===== src/rtl/udp_pkg.sv =====
// udp_pkg: shared types and constants for the UDP packer.
// Contents: FSM state enum, UDP header payload struct, header sizes,
// payload limits and the header byte selector.
// Optional feature macro: UDP_MIN_PAD_EN (adds the PAD state).
package udp_pkg;

  localparam int unsigned UDP_HDR_NIBBLES = 16;
  localparam int unsigned UDP_HDR_BYTES   = 8;
  localparam int unsigned UDP_MIN_PAYLOAD = 18;
  localparam int unsigned UDP_MAX_PAYLOAD = 1472;
  localparam int unsigned LEN_W           = 12;
  localparam int unsigned PORT_W          = 16;
  localparam int unsigned NIB_CNT_W       = 13;

  typedef enum logic [2:0] {
    IDLE = 3'd0,
    HDR  = 3'd1,
    PAY  = 3'd2,
`ifdef UDP_MIN_PAD_EN
    PAD  = 3'd3,
`endif
    FIN  = 3'd4
  } state_e;

  typedef struct packed {
    logic [PORT_W-1:0] src_port;
    logic [PORT_W-1:0] dst_port;
    logic [15:0]       length;
    logic [15:0]       checksum;
  } udp_hdr_t;

  typedef logic [$clog2(UDP_HDR_BYTES)-1:0] hdr_idx_t;

  // Header byte at wire position idx; each field goes out MSB byte first.
  function automatic logic [7:0] hdr_byte(input hdr_idx_t idx, input udp_hdr_t h);
    hdr_byte = 8'h00;
    case (idx)
      3'd0:    hdr_byte = h.src_port[15:8];
      3'd1:    hdr_byte = h.src_port[7:0];
      3'd2:    hdr_byte = h.dst_port[15:8];
      3'd3:    hdr_byte = h.dst_port[7:0];
      3'd4:    hdr_byte = h.length[15:8];
      3'd5:    hdr_byte = h.length[7:0];
      3'd6:    hdr_byte = h.checksum[15:8];
      default: hdr_byte = h.checksum[7:0];
    endcase
  endfunction

endpackage


===== src/rtl/udp_packer_ser.sv =====
// udp_nibble_ser: splits the current byte into nibbles, low nibble first.
// Ports: mii_tx_clk, rst_n (async, active-low); i_clr clears the phase,
// i_adv steps to the next nibble, i_byte is the byte being sent,
// o_nib_c is the nibble for the current phase (combinational),
// o_phase_hi is 1 while the high nibble is due.
module udp_nibble_ser (
  input  logic       mii_tx_clk,
  input  logic       rst_n,
  input  logic       i_clr,
  input  logic       i_adv,
  input  logic [7:0] i_byte,
  output logic [3:0] o_nib_c,
  output logic       o_phase_hi
);

  logic r_phase_hi;

  // Phase flips on every accepted nibble, so a byte completes every second step.
  always_ff @(posedge mii_tx_clk or negedge rst_n) begin
    if (!rst_n)     r_phase_hi <= 1'b0;
    else if (i_clr) r_phase_hi <= 1'b0;
    else if (i_adv) r_phase_hi <= ~r_phase_hi;
  end

  assign o_nib_c    = r_phase_hi ? i_byte[7:4] : i_byte[3:0];
  assign o_phase_hi = r_phase_hi;

endmodule


===== src/rtl/udp_packer.sv =====
// udp_packer: builds a UDP datagram (8-byte header + payload) as a nibble
// stream for the IP stage, pulling payload bytes from a show-ahead FIFO.
// Ports: mii_tx_clk, rst_n (async, active-low); start/payload_len/src_port/
// dst_port request a datagram; pl_empty/pl_data/pl_rd = payload FIFO (pl_rd
// is combinational); tx_go_o/ip_data_len/nib_rq/nib_da = IP stage handshake;
// busy/done/len_err/underrun = status.
// Optional feature macro: UDP_MIN_PAD_EN pads short payloads to 18 bytes.
module udp_packer
  import udp_pkg::*;
(
  input  logic                 mii_tx_clk,
  input  logic                 rst_n,
  input  logic                 start,
  input  logic [LEN_W-1:0]     payload_len,
  input  logic [PORT_W-1:0]    src_port,
  input  logic [PORT_W-1:0]    dst_port,
  input  logic                 pl_empty,
  input  logic [7:0]           pl_data,
  output logic                 pl_rd,
  output logic                 tx_go_o,
  output logic [LEN_W-1:0]     ip_data_len,
  input  logic                 nib_rq,
  output logic [3:0]           nib_da,
  output logic                 busy,
  output logic                 done,
  output logic                 len_err,
  output logic                 underrun
);

  state_e                r_state;
  state_e                w_next;
  logic [PORT_W-1:0]     r_src;
  logic [PORT_W-1:0]     r_dst;
  logic [LEN_W-1:0]      r_len;
  logic [3:0]            r_hdr_nib;
  logic [NIB_CNT_W-1:0]  r_nib_cnt;
  udp_hdr_t              w_hdr;
  logic                  w_accept;
  logic                  w_reject;
  logic                  w_stream;
  logic                  w_adv;
  logic                  w_pl_rd;
  logic [7:0]            w_byte;
  logic [3:0]            w_nib;
  logic                  w_phase_hi;
  logic                  w_pad_need;
  logic [NIB_CNT_W-1:0]  w_pad_nibs;
  logic [LEN_W-1:0]      w_ip_len;

  assign w_hdr = '{src_port: r_src, dst_port: r_dst,
                   length: 16'(r_len) + 16'd8, checksum: 16'h0000};

`ifdef UDP_MIN_PAD_EN
  // Pad length is only meaningful while r_len is below the minimum.
  assign w_pad_need = (r_len < LEN_W'(UDP_MIN_PAYLOAD));
  assign w_pad_nibs = {1'b0, LEN_W'(UDP_MIN_PAYLOAD) - r_len} << 1;
  assign w_ip_len   = (payload_len < LEN_W'(UDP_MIN_PAYLOAD))
                      ? LEN_W'(UDP_MIN_PAYLOAD + UDP_HDR_BYTES)
                      : LEN_W'(payload_len + LEN_W'(UDP_HDR_BYTES));
`else
  assign w_pad_need = 1'b0;
  assign w_pad_nibs = '0;
  assign w_ip_len   = LEN_W'(payload_len + LEN_W'(UDP_HDR_BYTES));
`endif

  // State register.
  always_ff @(posedge mii_tx_clk or negedge rst_n) begin
    if (!rst_n) r_state <= IDLE;
    else        r_state <= w_next;
  end

  // Next-state logic.
  always_comb begin
    w_next = r_state;
    unique case (r_state)
      IDLE: if (w_accept) w_next = HDR;
      HDR: begin
        if (w_adv && (r_hdr_nib == 4'(UDP_HDR_NIBBLES - 1))) begin
          if (r_len != '0) w_next = PAY;
`ifdef UDP_MIN_PAD_EN
          else             w_next = PAD;
`else
          else             w_next = FIN;
`endif
        end
      end
      PAY: begin
`ifdef UDP_MIN_PAD_EN
        if (w_adv && (r_nib_cnt == 13'd1)) w_next = w_pad_need ? PAD : FIN;
`else
        if (w_adv && (r_nib_cnt == 13'd1)) w_next = FIN;
`endif
      end
`ifdef UDP_MIN_PAD_EN
      PAD: if (w_adv && (r_nib_cnt == 13'd1)) w_next = FIN;
`endif
      FIN:     w_next = IDLE;
      default: w_next = IDLE;
    endcase
  end

  // Per-state combinational outputs: accept/reject, byte source, FIFO pop.
  always_comb begin
    w_accept = 1'b0;
    w_reject = 1'b0;
    w_stream = 1'b0;
    w_byte   = 8'h00;
    w_pl_rd  = 1'b0;
    unique case (r_state)
      IDLE: begin
        w_reject = start && (payload_len > LEN_W'(UDP_MAX_PAYLOAD));
        w_accept = start && !w_reject;
      end
      HDR: begin
        w_stream = 1'b1;
        w_byte   = hdr_byte(r_hdr_nib[3:1], w_hdr);
      end
      PAY: begin
        // An empty FIFO sends a zero byte and leaves the FIFO untouched.
        w_stream = 1'b1;
        w_byte   = pl_empty ? 8'h00 : pl_data;
        w_pl_rd  = nib_rq && w_phase_hi && !pl_empty;
      end
`ifdef UDP_MIN_PAD_EN
      PAD: w_stream = 1'b1;
`endif
      default: ;
    endcase
  end

  assign w_adv = w_stream && nib_rq;
  assign pl_rd = w_pl_rd;

  udp_nibble_ser u_ser (
    .mii_tx_clk (mii_tx_clk),
    .rst_n      (rst_n),
    .i_clr      (w_accept),
    .i_adv      (w_adv),
    .i_byte     (w_byte),
    .o_nib_c    (w_nib),
    .o_phase_hi (w_phase_hi)
  );

  // Registered outputs and datapath.
  always_ff @(posedge mii_tx_clk or negedge rst_n) begin
    if (!rst_n) begin
      r_src       <= '0;
      r_dst       <= '0;
      r_len       <= '0;
      r_hdr_nib   <= '0;
      r_nib_cnt   <= '0;
      tx_go_o     <= 1'b0;
      ip_data_len <= '0;
      nib_da      <= '0;
      busy        <= 1'b0;
      done        <= 1'b0;
      len_err     <= 1'b0;
      underrun    <= 1'b0;
    end else begin
      tx_go_o <= w_accept;
      len_err <= w_reject;
      done    <= (w_next == FIN);
      busy    <= (w_next != IDLE);
      if (w_accept) begin
        r_src       <= src_port;
        r_dst       <= dst_port;
        r_len       <= payload_len;
        r_hdr_nib   <= '0;
        r_nib_cnt   <= {payload_len, 1'b0};
        ip_data_len <= w_ip_len;
        underrun    <= 1'b0;
      end
      // nib_da holds while nib_rq is low; it returns to zero once FIN is left.
      if (w_adv) begin
        nib_da <= w_nib;
        if (r_state == HDR) r_hdr_nib <= r_hdr_nib + 4'd1;
        else                r_nib_cnt <= r_nib_cnt - 13'd1;
      end else if ((r_state == IDLE) || (r_state == FIN)) begin
        nib_da <= '0;
      end
      if (w_adv && (r_state == PAY) && pl_empty) underrun <= 1'b1;
`ifdef UDP_MIN_PAD_EN
      if ((w_next == PAD) && (r_state != PAD)) r_nib_cnt <= w_pad_nibs;
`endif
    end
  end

endmodule

===== config.mk =====
export PLATFORM = sky130hd
export DESIGN_NAME = udp_packer
export DESIGN_NICKNAME = d
export VERILOG_FILES = /design/src/rtl/udp_pkg.sv /design/src/rtl/udp_packer_ser.sv /design/src/rtl/udp_packer.sv
export SDC_FILE = /design/constraint.sdc
export NUM_CORES = 1
export LEC_CHECK = 0
export ABC_AREA = 0
export BUFFER_PORTS_ARGS = -buffer_cell sky130_fd_sc_hd__buf_4
export CAP_MARGIN = 5
export CORE_MARGIN = 5
export CORE_UTILIZATION = 50
export CTS_CLUSTER_SIZE = 12
export DETAILED_ROUTE_END_ITERATION = 10
export PLACE_DENSITY = 0.81
export SLEW_MARGIN = 20
export SYNTH_ARGS = -nofsm -noshare
export SYNTH_HDL_FRONTEND = slang
export SYNTH_SLANG_ARGS = --single-unit

===== constraint.sdc =====
create_clock -name mii_tx_clk -period 4.9 [get_ports mii_tx_clk]
set_clock_uncertainty 0.1 [all_clocks]
set_input_delay 0 -clock mii_tx_clk [delete_from_list [all_inputs] [get_ports mii_tx_clk]]
set_output_delay 0 -clock mii_tx_clk [all_outputs]
set_load 0.05 [all_outputs]

Word-level counts from Yosys, hierarchy flattened

Cells that the tools add are included.

Bits of input ports: 57
Register bits: 86
Logic and storage cells: 76

Reductions and logical operators: 20
Multiplexer cells: 25
Equality and inequality tests: 11
$lt $le $gt $ge: 1
$add $sub $neg: 4
Bitwise operators: 1

Operators by type and width:

| operator                                             | count |
|---|---|
| one-hot mux 8 bit (6 select lines)                   | 1 |
| 2-to-1 mux 13 bit                                    | 3 |
| 2-to-1 mux 4 bit                                     | 6 |
| one-hot mux 8 bit (2 select lines)                   | 1 |
| adder 12 x 4 -> 13 bit, second input constant        | 1 |
| equality test 13 x 1 -> 1 bit, second input constant | 1 |
| subtractor 13 x 1 -> 13 bit, second input constant   | 1 |
| adder 12 x 4 -> 12 bit, second input constant        | 1 |
| equality test 3 bit, second input constant           | 4 |
| > comparator 12 x 11 -> 1 bit, second input constant | 1 |
| 2-to-1 mux 3 bit                                     | 4 |
| nonzero test 12 bit                                  | 1 |
| equality test 3 x 2 -> 1 bit, second input constant  | 3 |
| logical AND 1 bit                                    | 9 |
| one-hot mux 3 bit (3 select lines)                   | 1 |
| 2-to-1 mux 1 bit                                     | 8 |
| 2-to-1 mux 8 bit                                     | 1 |
| equality test 3 x 1 -> 1 bit, second input constant  | 2 |
| zero test 3 bit                                      | 2 |
| nonzero test 2 bit                                   | 3 |
| adder 4 x 1 -> 4 bit, second input constant          | 1 |
| equality test 4 bit, second input constant           | 1 |
| nonzero test 3 bit                                   | 1 |
| zero test 1 bit                                      | 2 |
| other kinds (3)                                      | 3 |

Depth between registers and ports, before layout

Gate-level depths: netlist (run 1).

Depth after elaboration: 8
Mapped depth: 9
Mapped depth without buffers: 7

By module

From an unflattened synthesis (run 1), not the netlist that was laid out.

Cells, all modules: 477
Area total of the unflattened synthesis: 4277.9 sq um

Modules (own cells, without submodules):

| module         | area each (sq um) | times used | cells an instance | sequential area each (sq um) |
|---|---|---|---|---|
| udp_packer     | 4195.3            | 1          | 470               | 2052.0 |
| udp_nibble_ser | 82.6              | 1          | 7                 | 25.0 |

Worst setup path before layout (run 1)

Ideal clock, no wire load.

Path kind: register -> output
Start point: register r_state[0]
End point: output port pl_rd
Cell stages (with the launch flop): 6
Setup slack: 2.599 ns
Data arrival time: 2.201 ns
Data required time: 4.800 ns
Buffers on the path: 2
Cell sequence: dfrtp_1 -> buf_2 -> nand2b_1 -> nand2b_1 -> clkbuf_1 -> nor3b_1

Longest elaborated chain between the ends: 2

Ends and longest elaborated chain:

| item                         | RTL line          | RTL |
|---|---|---|
| start, declared              | udp_packer.sv:30  | `state_e r_state;` |
| start signal, assigned       | udp_packer.sv:69  | `else r_state <= w_next;` |
| equality test 3 x 2 -> 1 bit | udp_packer.sv:109 | `unique case (r_state)` |
| 2-to-1 mux 1 bit             | udp_packer.sv:109 |  |
| end, declared                | udp_packer.sv:19  | `output logic pl_rd,` |

Every way passes these cells.

Worst setup path in the final report (run 1)

Start point: register r_state[1]
End point: register r_nib_cnt[3]

Longest elaborated chain between the ends: 5

Ends and longest elaborated chain:

| item                                                          | RTL line                             | RTL |
|---|---|---|
| zero test 3 bit (tied with other cells)                       | udp_packer.sv:109                    |  |
| 2-to-1 mux 1 bit / OR reduction 2 bit (equally long branches) | --                                   |  |
| 2-to-1 mux 13 bit / 2-to-1 mux 1 bit (equally long branches)  | udp_packer.sv:164, udp_packer.sv:109 |  |
| 2-to-1 mux 13 bit / logical AND 1 bit (equally long branches) | udp_packer.sv:176, udp_packer.sv:131 |  |
| 2-to-1 mux 13 bit (*)                                         | udp_packer.sv:174                    | `if (w_adv) begin` |
| end signal, assigned                                          | udp_packer.sv:169                    | `r_nib_cnt <= {payload_len, 1'b0};` |
| end signal, assigned                                          | udp_packer.sv:177                    | `else r_nib_cnt <= r_nib_cnt - 13'd1;` |
| end, declared                                                 | udp_packer.sv:36                     | `logic [NIB_CNT_W-1:0] r_nib_cnt;` |

Every way passes the cells marked *; elsewhere a longest branch is shown, timed or not.
A chain may end at the register's enable or synchronous reset.

==> run summary, run 1 <==
The data arrival time of the worst path came out at 2.77 ns. The layout overhead on the synthesized area came out at 29.81%. Setup repair after global routing left no endpoint under its margin. The shortest clock period the worst path allows after layout is 2.630 ns. IR analysis of the VDD net gives a maximum drop of 0.3619 mV.

The min-delay analysis places its worst path in the category primary input to register. After detailed routing, the number of vias per cell comes to 5.662. The width of the die came out at 103.0 um. The DRC violation count after routing came out at 0. Among all stages on the critical path, the largest delay is contributed by sky130_fd_sc_hd__or4b_1.

The register-to-register setup slack came out at 2.27 ns. The count of routing violations after the opening detailed-route iteration is 270. The final-report hold violation count is 0.

After clock tree synthesis, the clock-pin slew on the worst setup and hold paths is 0.08 ns. The total via count in the routed design came out at 3975. The post-synth design cell area came out at 4327 um^2. Power spread over the standard cell area amounts to 555.3 nW/um^2.

The flow ran to the end, and the final reports show no timing, DRC or antenna violations. The level count of the clock H-tree came out at 3. The final weighted congestion of routability-driven global placement came out at about 0.86. The distinct cell type count of the synthesized netlist came out at 57. Setup violations remaining at the end of the flow were counted as 0. Each instance of the synthesized netlist takes up on average 9.052 um^2. The most common cell in the netlist is sky130_fd_sc_hd__nand2_1. The post-route antenna net violation count is 0. The number of global-route vias before repair came out at 3909. The quantity of gates resized following cts is 0. For this configuration, the core starts out at a cell density of 0.5035.

The tightest hold margin came out at slightly below 0.03 ns. The transition time at the pin with the least slew margin came out at about 1.1 ns. During synthesis, Yosys emitted a total of 0 warnings. The number of antenna violations at the first check in global routing came out at 0. TritonCTS built the clock tree. The total wirelength of the detailed-routed design came out at 11.58 mm.

Hold repair after CTS inserted 52 buffers. The delay of the slowest cell on the worst path came out at 0.60 ns. The number of CTS-inserted buffers is 9. Of all flip-flops after synthesis, the portion carrying an async set or reset was 1.000. The maximum net fanout on the critical path came out at 54. The path type of the worst setup path is register to register. Counting every sink on the clock net gives 83. The antenna cell count is 0. The number of setup buffers added after CTS is 0. The pin count of the biggest net entering global routing came out at between 80 and 90. The number of buffer cells added on primary ports is 78. The worst-case clock buffer depth came out at 2. The all-layer global routing usage came out at 0.2294. The launching element type of the critical path is a register. Of the post-synthesis cell area, the dominant cell type holds 0.4800. Traced cell by cell, the critical path runs through or4b_1 -> a211o_1 -> or2_2 -> clkinv_4 -> nor2_1 -> a221o_1.

The tree is rooted in a sky130_fd_sc_hd__clkbuf_8. The largest total area in the synthesized netlist belongs to sky130_fd_sc_hd__dfrtp_1. The sum of overflow across all layers after global routing came out at 0.

Tracing the worst setup path back leads to its startpoint at r_state[1]. In the synthesized netlist the dominant register cell turns out to be sky130_fd_sc_hd__dfrtp_1. After synthesis, the most frequently instantiated cells are 158 x sky130_fd_sc_hd__nand2_1, 83 x sky130_fd_sc_hd__dfrtp_1, 29 x sky130_fd_sc_hd__o21ai_0. The first detailed-routing pass ran for 4 iterations. The sequential share of the synthesized area is 0.4800. The cell count after placement came out at between 600 and 700. For this run, the post-layout net count is 651. The net count of the mapped netlist came out at 540. The worst setup path is captured at a register. The maximum clock rate is 380.2 MHz.

In this run the critical register-to-register path is launched from r_state[1]. The cell leakage power came out at 2.625 nW. The cell count after synthesis came out at 478. Data on the critical path is required at its endpoint by 5.04 ns. The number of violations of the max-capacitance limit came out at 0. The number of slew-limit violations in the final report came out at 0.

The synthesized design contains 0 enable-type register cells. The I/O pin count is 79. The aggregate negative setup slack came out at 0 ns. The HPWL after detailed placement came out at between 7 and 8 mm. The floorplan die area came out at 10610 um^2. The part of the cycle the worst path needs came out at 0.5368.

In this run the most critical hold path is launched from pl_data[7]. The number of cells in the finished layout apart from fillers came out at 702. The floorplan die height is 103.0 um.

The post-synthesis register bit count is 83. The remaining max-slew budget at the tightest pin came out at 0.2917. The post-detailed-route wirelength per cell is 16.50 um. By area the synthesized netlist is led by sky130_fd_sc_hd__dfrtp_1 48%, sky130_fd_sc_hd__nand2_1 14%, sky130_fd_sc_hd__o21ai_0 3.4%.

The source-to-sink clock delay at the later pin of the worst-skew pair came out at 0.36 ns. The global-route wire length before repair is 19.00 mm. The row count came out at 34. In the final layout, the share of cells above drive strength 1 is 0.1768.

The core region area is 8593 um^2.
[worst paths after layout]
kind	endpoint	depth (start not counted)
setup / recovery	r_nib_cnt[3]	6
hold / removal	nib_da[3]	5
setup reg to reg	r_nib_cnt[3]	6
hold reg to reg	r_src[13]	2
max in group asynchronous	r_state[2]	2
min in group asynchronous	ip_data_len[3]	2
[power by group]
| part | total (W) | switching (W) | internal (W) |
|---|---|---|---|
| Clock | 0.000561 | 0.000247 | 0.000314 |
| Combinational | 0.00122 | 0.000702 | 0.000522 |
| Sequential | 0.00133 | 0.000350 | 0.000983 |
[final cells by class]
type                    instances  area (um^2)
well taps                     108        135.1
repair buffers                131         1117
clock inverters                 4        72.57
fillers                       651         2977
clock buffers                  12        155.1
multi-input cells             358         2032
flip-flops and latches         83         2077
inverters                       6        27.53
[flip-flops by register name, indices dropped and copies added (netlist names), 3 cells and up]
register     count
r_dst           16
r_src           16
r_nib_cnt       13
ip_data_len     12
r_len            9
nib_da           4
r_hdr_nib        4
r_state          3
[cells in the final DEF (no fill, tap or decap), types with 5 or more instances in the layout]
cell type                       instances
sky130_fd_sc_hd__a21oi_1               11
sky130_fd_sc_hd__a221oi_1               5
sky130_fd_sc_hd__a31oi_1                6
sky130_fd_sc_hd__buf_4                 78
sky130_fd_sc_hd__clkbuf_8              11
sky130_fd_sc_hd__dfrtp_1               83
sky130_fd_sc_hd__dlygate4sd3_1         52
sky130_fd_sc_hd__ha_1                   5
sky130_fd_sc_hd__inv_1                  5
sky130_fd_sc_hd__mux2i_1                7
sky130_fd_sc_hd__nand2_1              158
sky130_fd_sc_hd__nand3_1               14
sky130_fd_sc_hd__nand3b_1               5
sky130_fd_sc_hd__nand4_1                6
sky130_fd_sc_hd__nor2_1                10
sky130_fd_sc_hd__nor3b_1                7
sky130_fd_sc_hd__nor4_1                10
sky130_fd_sc_hd__o21ai_0               29
sky130_fd_sc_hd__xnor2_1                5
sky130_fd_sc_hd__xor2_1                 8
[critical path, delay by kind of cell (launching register included)]
family	cells	cell delay [ns]
and+or+nand+nor	3	1.02
DFF	1	0.46
buffers and inverters	1	0.28
AOI/OAI and AO/OA	2	0.64
[per-layer routing]
layer	GRT usage	vias up	share of wire	wire, um
li1	-	1889	-	-
met3	0.03789	35	0.052	608
met4	0.1185	0	0.037	423
met2	0.3666	150	0.49	5693
met1	0.3008	1901	0.42	4857
met5	0	-	0	0
[cells by family after synthesis]
kind of cell	synth area share
AO/OA/AOI/OAI	0.1460
buffers and inverters	0.05032
AND/OR/NAND/NOR	0.2435
multiplexers	0.03701
XOR/XNOR	0.02632
flip-flops	0.4800
adder cells (fa/ha/maj)	0.01677
[through the flow]
stage / utilization / area, um^2 / worst slack, ns / total power (W)
finish: 0.6536 / 5617 / 2.270 / 0.003119
global route: 0.6536 / 5617 / 2.157 / 0.003329
CTS: 0.6532 / 5613 / 2.305 / 0.003108
detailed placement: 0.5661 / 4865 / 2.322 / 0.002506
global placement: 0.5661 / 4865 / 2.395 / 0.002460
floorplan: - / 4327 / 2.599 / 0.002154
Note: power is estimated with default switching activity, not from simulation.
==> run 2, diff against run 1 <==
- PLACE_DENSITY: 0.81 -> 0.84
- clock period: 4.9 -> 2.2 ns (I/O delays scaled with it)
==> run 2 against run 1 <==
Effect of this change:
- sequential share of layout area decreased by 1.8 points
- global-route usage grew 1.9 points
- count of clock-buffer cells in the layout fell by 3
- largest power group is now combinational logic
- via count grew 5.3%
- highest routed layer unchanged
- first-iteration DRC count grew 14%
- worst hold slack worse by 0.012 ns
- cell count increased by 3.7%
- worst setup slack got worse by 2.3 ns
==> run summary, run 2 (same netlist as run 1, synthesis figures left out) <==
The source-to-sink clock delay at the later pin of the worst-skew pair came out at 0.35 ns. The number of buffer cells added on primary ports came out at 78. Total power for the finished layout comes to 0.007295 W. The remaining max-slew budget at the tightest pin is 0.6386. The width of the die came out at 103.0 um. The worst-case clock buffer depth is 2. The starting density of the core came out at 0.5035.

The region available for standard cell placement spans 8593 um^2. The final-report hold violation count is 0. The level count of the clock H-tree is 3. In the final layout, the registers with the most flip-flops are r_dst x16, r_src x16, r_nib_cnt x13.

Detailed placement ended at an HPWL of 8.438 mm. Buffers inserted during clock tree synthesis total 9. The transition time at the pin with the least slew margin came out at 0.5421 ns. The post-route antenna net violation count is 0.

The delay of the slowest cell on the worst path is 0.54 ns. In this run the worst path has a maximum fanout of 43. In this run, placement finished with an instance count of 658.

The run finished with clean final reports. The floorplan die height came out at 103.0 um. STA puts the critical path data required time at 2.31 ns. The finished layout holds 728 standard cells, fillers aside. The depth of the worst hold-timing path is 5. At the end of routability-driven placement, the weighted congestion stood at 0.9184. Leaving out fill and tap cells, the most frequent cells in the layout are 158 x sky130_fd_sc_hd__nand2_1, 99 x sky130_fd_sc_hd__buf_4, 83 x sky130_fd_sc_hd__dfrtp_1, 52 x sky130_fd_sc_hd__dlygate4sd3_1, 29 x sky130_fd_sc_hd__o21ai_0. Setup violations remaining at the end of the flow were counted as 0. The total via count in the routed design is 4187.

The shortest clock period the worst path allows after layout came out at approximately 2.2 ns. In the final layout, the share of cells above drive strength 1 is 0.2149. The cell sitting at the root of the clock tree is a sky130_fd_sc_hd__clkbuf_8. For this run, the total global-route usage over all layers was measured as 0.2485.

The length of the first detailed-routing pass in iterations came out at 5. The DRC violation count after routing is 0. The die covers 10610 um^2.

The final setup slack of the worst path is between 0.015 and 0.02 ns. The total wirelength of the detailed-routed design is 12.84 mm. In the final layout, the multi-input gates occupy 2051 um^2. The worst-case IR drop observed on VDD is 0.6270 mV.

The I/O pin count came out at 79. The fill cell total of the finished layout is 634. The pin count of the biggest net entering global routing came out at 44. Setup repair after global routing could not meet its margin everywhere. The part of the cycle the worst path needs came out at 0.9926. Post-CTS timing repair inserted 0 buffers for setup. The sum of overflow across all layers after global routing is 0.

The cell leakage power came out at 2.785 nW. STA classifies the critical path startpoint as a register. The number of slew-limit violations in the final report came out at 0. The critical path is of the register to register type. The global-route wire length before repair is 20.33 mm.

At the end of the flow the core is filled with cells to 0.6868. The clock input transition at the sequential cells of the worst setup and hold paths is 0.08 ns. The library cell used most frequently in the layout, excluding fill and tap cells, is sky130_fd_sc_hd__nand2_1.

In the final routed layout, each cell accounts on average for 17.64 um. The number of global-route vias before repair was 4151. On the critical path, the stage with the largest delay is an instance of sky130_fd_sc_hd__or4b_4. The row count came out at 34. The aggregate negative setup slack is 0 ns. The number of antenna violations at the first check in global routing is 0.

Across the run, the number of max-cap violations was 0. Compared with the post-synthesis result, the final layout area differs by 36.41%. Data on the critical path arrives at its endpoint at 2.30 ns. The count of routing violations after the opening detailed-route iteration is 307. The ratio of routed vias to standard cells came out at ~5.8. The total power density per cell area is 1236 nW/um^2. STA classifies the critical path endpoint as a register. Timing analysis after detailed placement gives a worst setup slack of -0.05476 ns.

The signal on the critical path passes through or4b_4 -> a211o_1 -> or2_4 -> buf_12 -> o311ai_1 -> o211ai_1. The sequential cells in the finished layout cover a total of 2077 um^2. The class of the worst hold path is primary input to register. TritonCTS built the clock tree. Timing would allow up to 457.9 MHz. The number of clock sinks came out at 83. The number of cells on the worst reg-to-reg path came out at 6. At the end of the flow, the number of nets in the layout was 676.
## run 2: cell count changes in the layout (fill, tap and decap cells not counted), sizes merged
cell,change
buf,+24
clkbuf,-2
clkinv,+2
bufinv,+1
diode,+1
## run 2: what timing repair did
item	4_1_cts	5_1_grt
endpoints found under the hold margin	151	0
resized for setup	2	1
endpoints found under the setup margin	8	13
pin swaps	0	2
gates cloned	0	1
hold buffers	52	0
## run 2: power breakdown
part / internal [W] / leakage [nW] / switching [W]
combinational: 0.00131 / 1.62 / 0.00183
sequential: 0.00219 / 1.04 / 0.000645
clock: 0.000752 / 0.119 / 0.000564
total: 0.00426 / 2.79 / 0.00304
## run 2: worst max-delay path, delay by kind of cell, from the launching register on
family	cells	cell delay [ns]
and+or+nand+nor	2	0.82
buffers and inverters	1	0.18
AOI/OAI and AO/OA	3	0.54
DFF	1	0.39
## run 2: cell type report
| cell class | instances | area share |
|---|---|---|
| timing repair buffer | 156 | 0.2319 |
| tap | 108 | 0.02290 |
| inverter | 6 | 0.004664 |
| sequential | 83 | 0.3519 |
| multi-input combinational | 358 | 0.3475 |
| antenna | 1 | 0.0004240 |
| clock buffer | 9 | 0.02099 |
| clock inverter | 7 | 0.01972 |
## run 2: metrics by stage
step	cell area (um^2)	hold slack [ns]
floorplan	4332	-0.3956
global placement	5100	-0.09015
detailed placement	5100	-0.07719
CTS	5871	0.01217
global route	5899	0.06078
finish	5902	0.01710
## run 2: final timing paths
path | start | endpoint | slack [ns]
max | r_state[1] | r_nib_cnt[6] | 0.02
min | pl_data[5] | nib_da[1] | 0.02
max reg2reg | r_state[1] | r_nib_cnt[6] | 0.02
min reg2reg | r_src[11] | r_src[11] | 0.38
max in group asynchronous | rst_n | r_dst[2] | 1.32
min in group asynchronous | rst_n | ip_data_len[3] | 0.07
## run 2: per-layer routing
metal  routed length, um  global-route usage
met1                5340              0.3326
met2                6467              0.4075
met3                 778             0.03992
met4                 254             0.09363
met5                   0                   0
==> run 3, diff against run 2 <==
- PLACE_DENSITY: 0.84 -> 0.81
- clock period: 2.2 -> 2.35 ns (I/O delays scaled with it)
==> run 3 against run 2 <==
Effect of this change:
- highest routed layer unchanged
- the flow now finishes with violations (DRC)
- cell count shrank 1.4%
- largest power group unchanged
- largest cell class unchanged
- combinational power down 9.6%
- wire length is 0.99% lower
- worst hold slack gained 0.014 ns
- global-route usage decreased by 0.92 points
- flip-flop and latch count unchanged
- critical path depth is 1 lower
- cell area is 1.7% lower
==> run summary, run 3 (same netlist as run 1, synthesis figures left out) <==
At the worst endpoint, the required time is between 2 and 2.5 ns. After global routing, the most crowded layer is met2. The first global-routing pass estimated 19.74 mm of wire.

The length of the first detailed-routing pass in iterations is 9. In the layout the commonest cells are 158 x sky130_fd_sc_hd__nand2_1, 90 x sky130_fd_sc_hd__buf_4, 83 x sky130_fd_sc_hd__dfrtp_1, 52 x sky130_fd_sc_hd__dlygate4sd3_1, 29 x sky130_fd_sc_hd__o21ai_0. At the end of routability-driven placement, the weighted congestion stood at 0.8766. The source-to-sink clock delay at the later pin of the worst-skew pair came out at around 0.35 ns. Setup repair after global routing left no endpoint under its margin. The worst setup path is captured at a register. The checks that failed: DRC. The share of total power consumed by net switching came out at 0.4202. In the final layout, the registers with the most flip-flops are r_dst x16, r_src x16, r_nib_cnt x13.

The endpoint identified for the worst register-to-register timing path is r_nib_cnt[4]. The design internal power is 0.003871 W. For this design the static power due to leakage is 2.731 nW. The transition time at the pin with the least slew margin is 0.6756 ns.

In this run the tightest slew margin relative to its limit is 0.5455. In the final timing run, aggregate negative setup slack is 0 ns. The share of cells above drive strength 1 came out at 0.1984.

The TritonCTS clock tree is done. The launch point of the worst hold path is pl_data[5]. The sum of overflow across all layers after global routing came out at 0. The number of nets in the finished design came out at 667. The number of antenna violations at the first check in global routing is 0. The total wirelength of the detailed-routed design is 12.71 mm. The run finished, with violations left. The part of the cycle the worst path needs is 0.9571. The level count of the clock H-tree is 3. The post-detailed-route wirelength per cell is roughly 18 um. The I/O pin count came out at between 70 and 80. The data arrival time of the worst path came out at between 2 and 2.5 ns. STA classifies the critical path startpoint as a register. Setup violations remaining at the end of the flow were counted as 0. The number of clock sinks is 83. The HPWL after detailed placement came out at 7.747 mm. Of the total power, the clock network draws 0.176. Walking the worst path, the cells encountered are or4b_1 -> a211o_1 -> o21ai_2 -> o21ai_0 -> a221o_1. The shortest clock period the worst path allows after layout came out at 2.249 ns. The maximum net fanout on the critical path came out at 6.

Row generation in the floorplan step produced 34 rows. The ratio of routed vias to standard cells is 5.894. The number of cells on the worst reg-to-reg path came out at 5. After floorplanning, the core was sized to cover 8593 um^2. The number of CTS-inserted buffers came out at 9. The count of routing violations after the opening detailed-route iteration is 369. The final core area utilization is 0.6753. The critical path in this run is classified as register to register. The class of the worst hold path is primary input to register.

The largest individual stage delay along the critical path comes from the cell sky130_fd_sc_hd__or4b_1. The antenna cell count came out at 0. The register-to-register setup slack came out at 0.10 ns. Of the total power, combinational logic draws 0.425. The all-layer global routing usage is 0.2393.

Relative to the synthesized area, the layout overhead comes to 34.12%. Clock-pin slew was measured on the worst setup and hold paths at 0.08 ns. The DRC violation count after routing came out at 1. From bottom edge to top edge, the die measures 103.0 um.

The final-report hold violation count came out at 0. The category of cells accounting for the largest share of critical-path delay is compound AO/OA/AOI/OAI gates. The met1 track demand over resource in global routing is 0.3103. The maximum clock rate is 444.6 MHz. Counting both buffers and inverters, the worst setup path holds a total of 0. The total via count in the routed design is 4232.

The met2 track demand over resource is 0.4011. The initial utilization of the core area, before any placement, comes to 0.5035. The power spent charging and discharging nets came out at ~0.0028 W. The number of global-route vias before repair came to 4014.

For met3 alone, demand over resource in global routing was 0.03789. The depth of the worst hold-timing path is 5. Dividing total power by cell area gives a power density of between 1000 and 1500 nW/um^2. The number of violations of the max-capacitance limit came out at 0. The post-route antenna net violation count is 0.

The library cell used most frequently in the layout, excluding fill and tap cells, is sky130_fd_sc_hd__nand2_1. The startpoint identified for the worst register-to-register timing path is r_state[0]. The share of total power dissipated in sequential elements is 0.399. The critical path starts at r_state[0]. The worst ir drop on vdd is 0.7269 mV. The number of buffer cells added on primary ports is 78. The width of the die came out at ~100 um.

The number of cells in the finished layout apart from fillers came out at ~700. The number of slew-limit violations in the final report came out at 0. Entering global routing, the biggest net connects between 80 and 90 pins. The die covers between 10000 and 15000 um^2. The delay of the slowest cell on the worst path is between 0.5 and 0.6 ns. The number of placed instances, taps included, is approximately 650. The worst hold path endpoint is nib_da[1]. The worst-case clock buffer depth is 2. The tightest hold margin is around 0.03 ns. CTS placed an instance of sky130_fd_sc_hd__clkbuf_8 at the clock tree root.

The post-CTS setup buffer count is 0.
-- run 3: cell type report --
class	count	area, um^2
Timing Repair Buffer	147	1301
Multi-Input combinational cell	358	2034
Tap cell	108	135.1
Clock buffer	12	155.1
Clock inverter	4	72.57
Fill cell	639	2790
Inverter	6	27.53
Sequential cell	83	2077
-- run 3: how the worst max path moves through the flow --
| stage | cells after the start | endpoint | slack, ns |
|---|---|---|---|
| floorplan | 5 | pl_rd | 0.05 |
| global placement | 5 | underrun | 0.11 |
| detailed placement | 6 | r_nib_cnt[6] | 0.07 |
| CTS | 6 | r_nib_cnt[5] | 0.05 |
| global route | 5 | r_nib_cnt[4] | 0.01 |
| finish | 5 | r_nib_cnt[4] | 0.10 |
-- run 3: power by group through the flow --
stage                     logic, W  clock network [W]  registers, W
final                      0.00284            0.00117       0.00266
after global routing       0.00310            0.00125       0.00274
after CTS                  0.00279            0.00118       0.00260
after detailed placement   0.00270                  0       0.00262
after global placement     0.00264                  0       0.00258
after floorplan            0.00168                  0       0.00281
-- run 3: repair_timing --
| action | in CTS | in global routing |
|---|---|---|
| setup endpoints to repair | 0 | 10 |
| gates resized for setup | 0 | 1 |
| hold endpoints to repair | 151 | 0 |
| hold buffers | 52 | 0 |
-- run 3: routing by layer --
metal | routed length, um | up-vias
li1 | - | 1934
met1 | 5144 | 2040
met2 | 6418 | 222
met3 | 805 | 36
met4 | 345 | 0
met5 | 0 | -
-- run 3: per-stage QoR --
| step | instance area (um^2) | total power, W | worst slack [ns] |
|---|---|---|---|
| 5_1_grt | 5803 | 0.007090 | 0.01472 |
| 3_3_place_gp | 5027 | 0.005227 | 0.1072 |
| 3_5_place_dp | 5027 | 0.005325 | 0.07077 |
| 6_report | 5803 | 0.006676 | 0.1007 |
| 4_1_cts | 5776 | 0.006570 | 0.04632 |
| 2_1_floorplan | 4327 | 0.004491 | 0.04882 |
-- run 3: worst register-to-register path, cell delays in order (launching register included) --
cell and delay, ns:
sky130_fd_sc_hd__dfrtp_1 0.40, sky130_fd_sc_hd__or4b_1 0.55, sky130_fd_sc_hd__a211o_1 0.32, sky130_fd_sc_hd__o21ai_2 0.30
sky130_fd_sc_hd__o21ai_0 0.15, sky130_fd_sc_hd__a221o_1 0.31
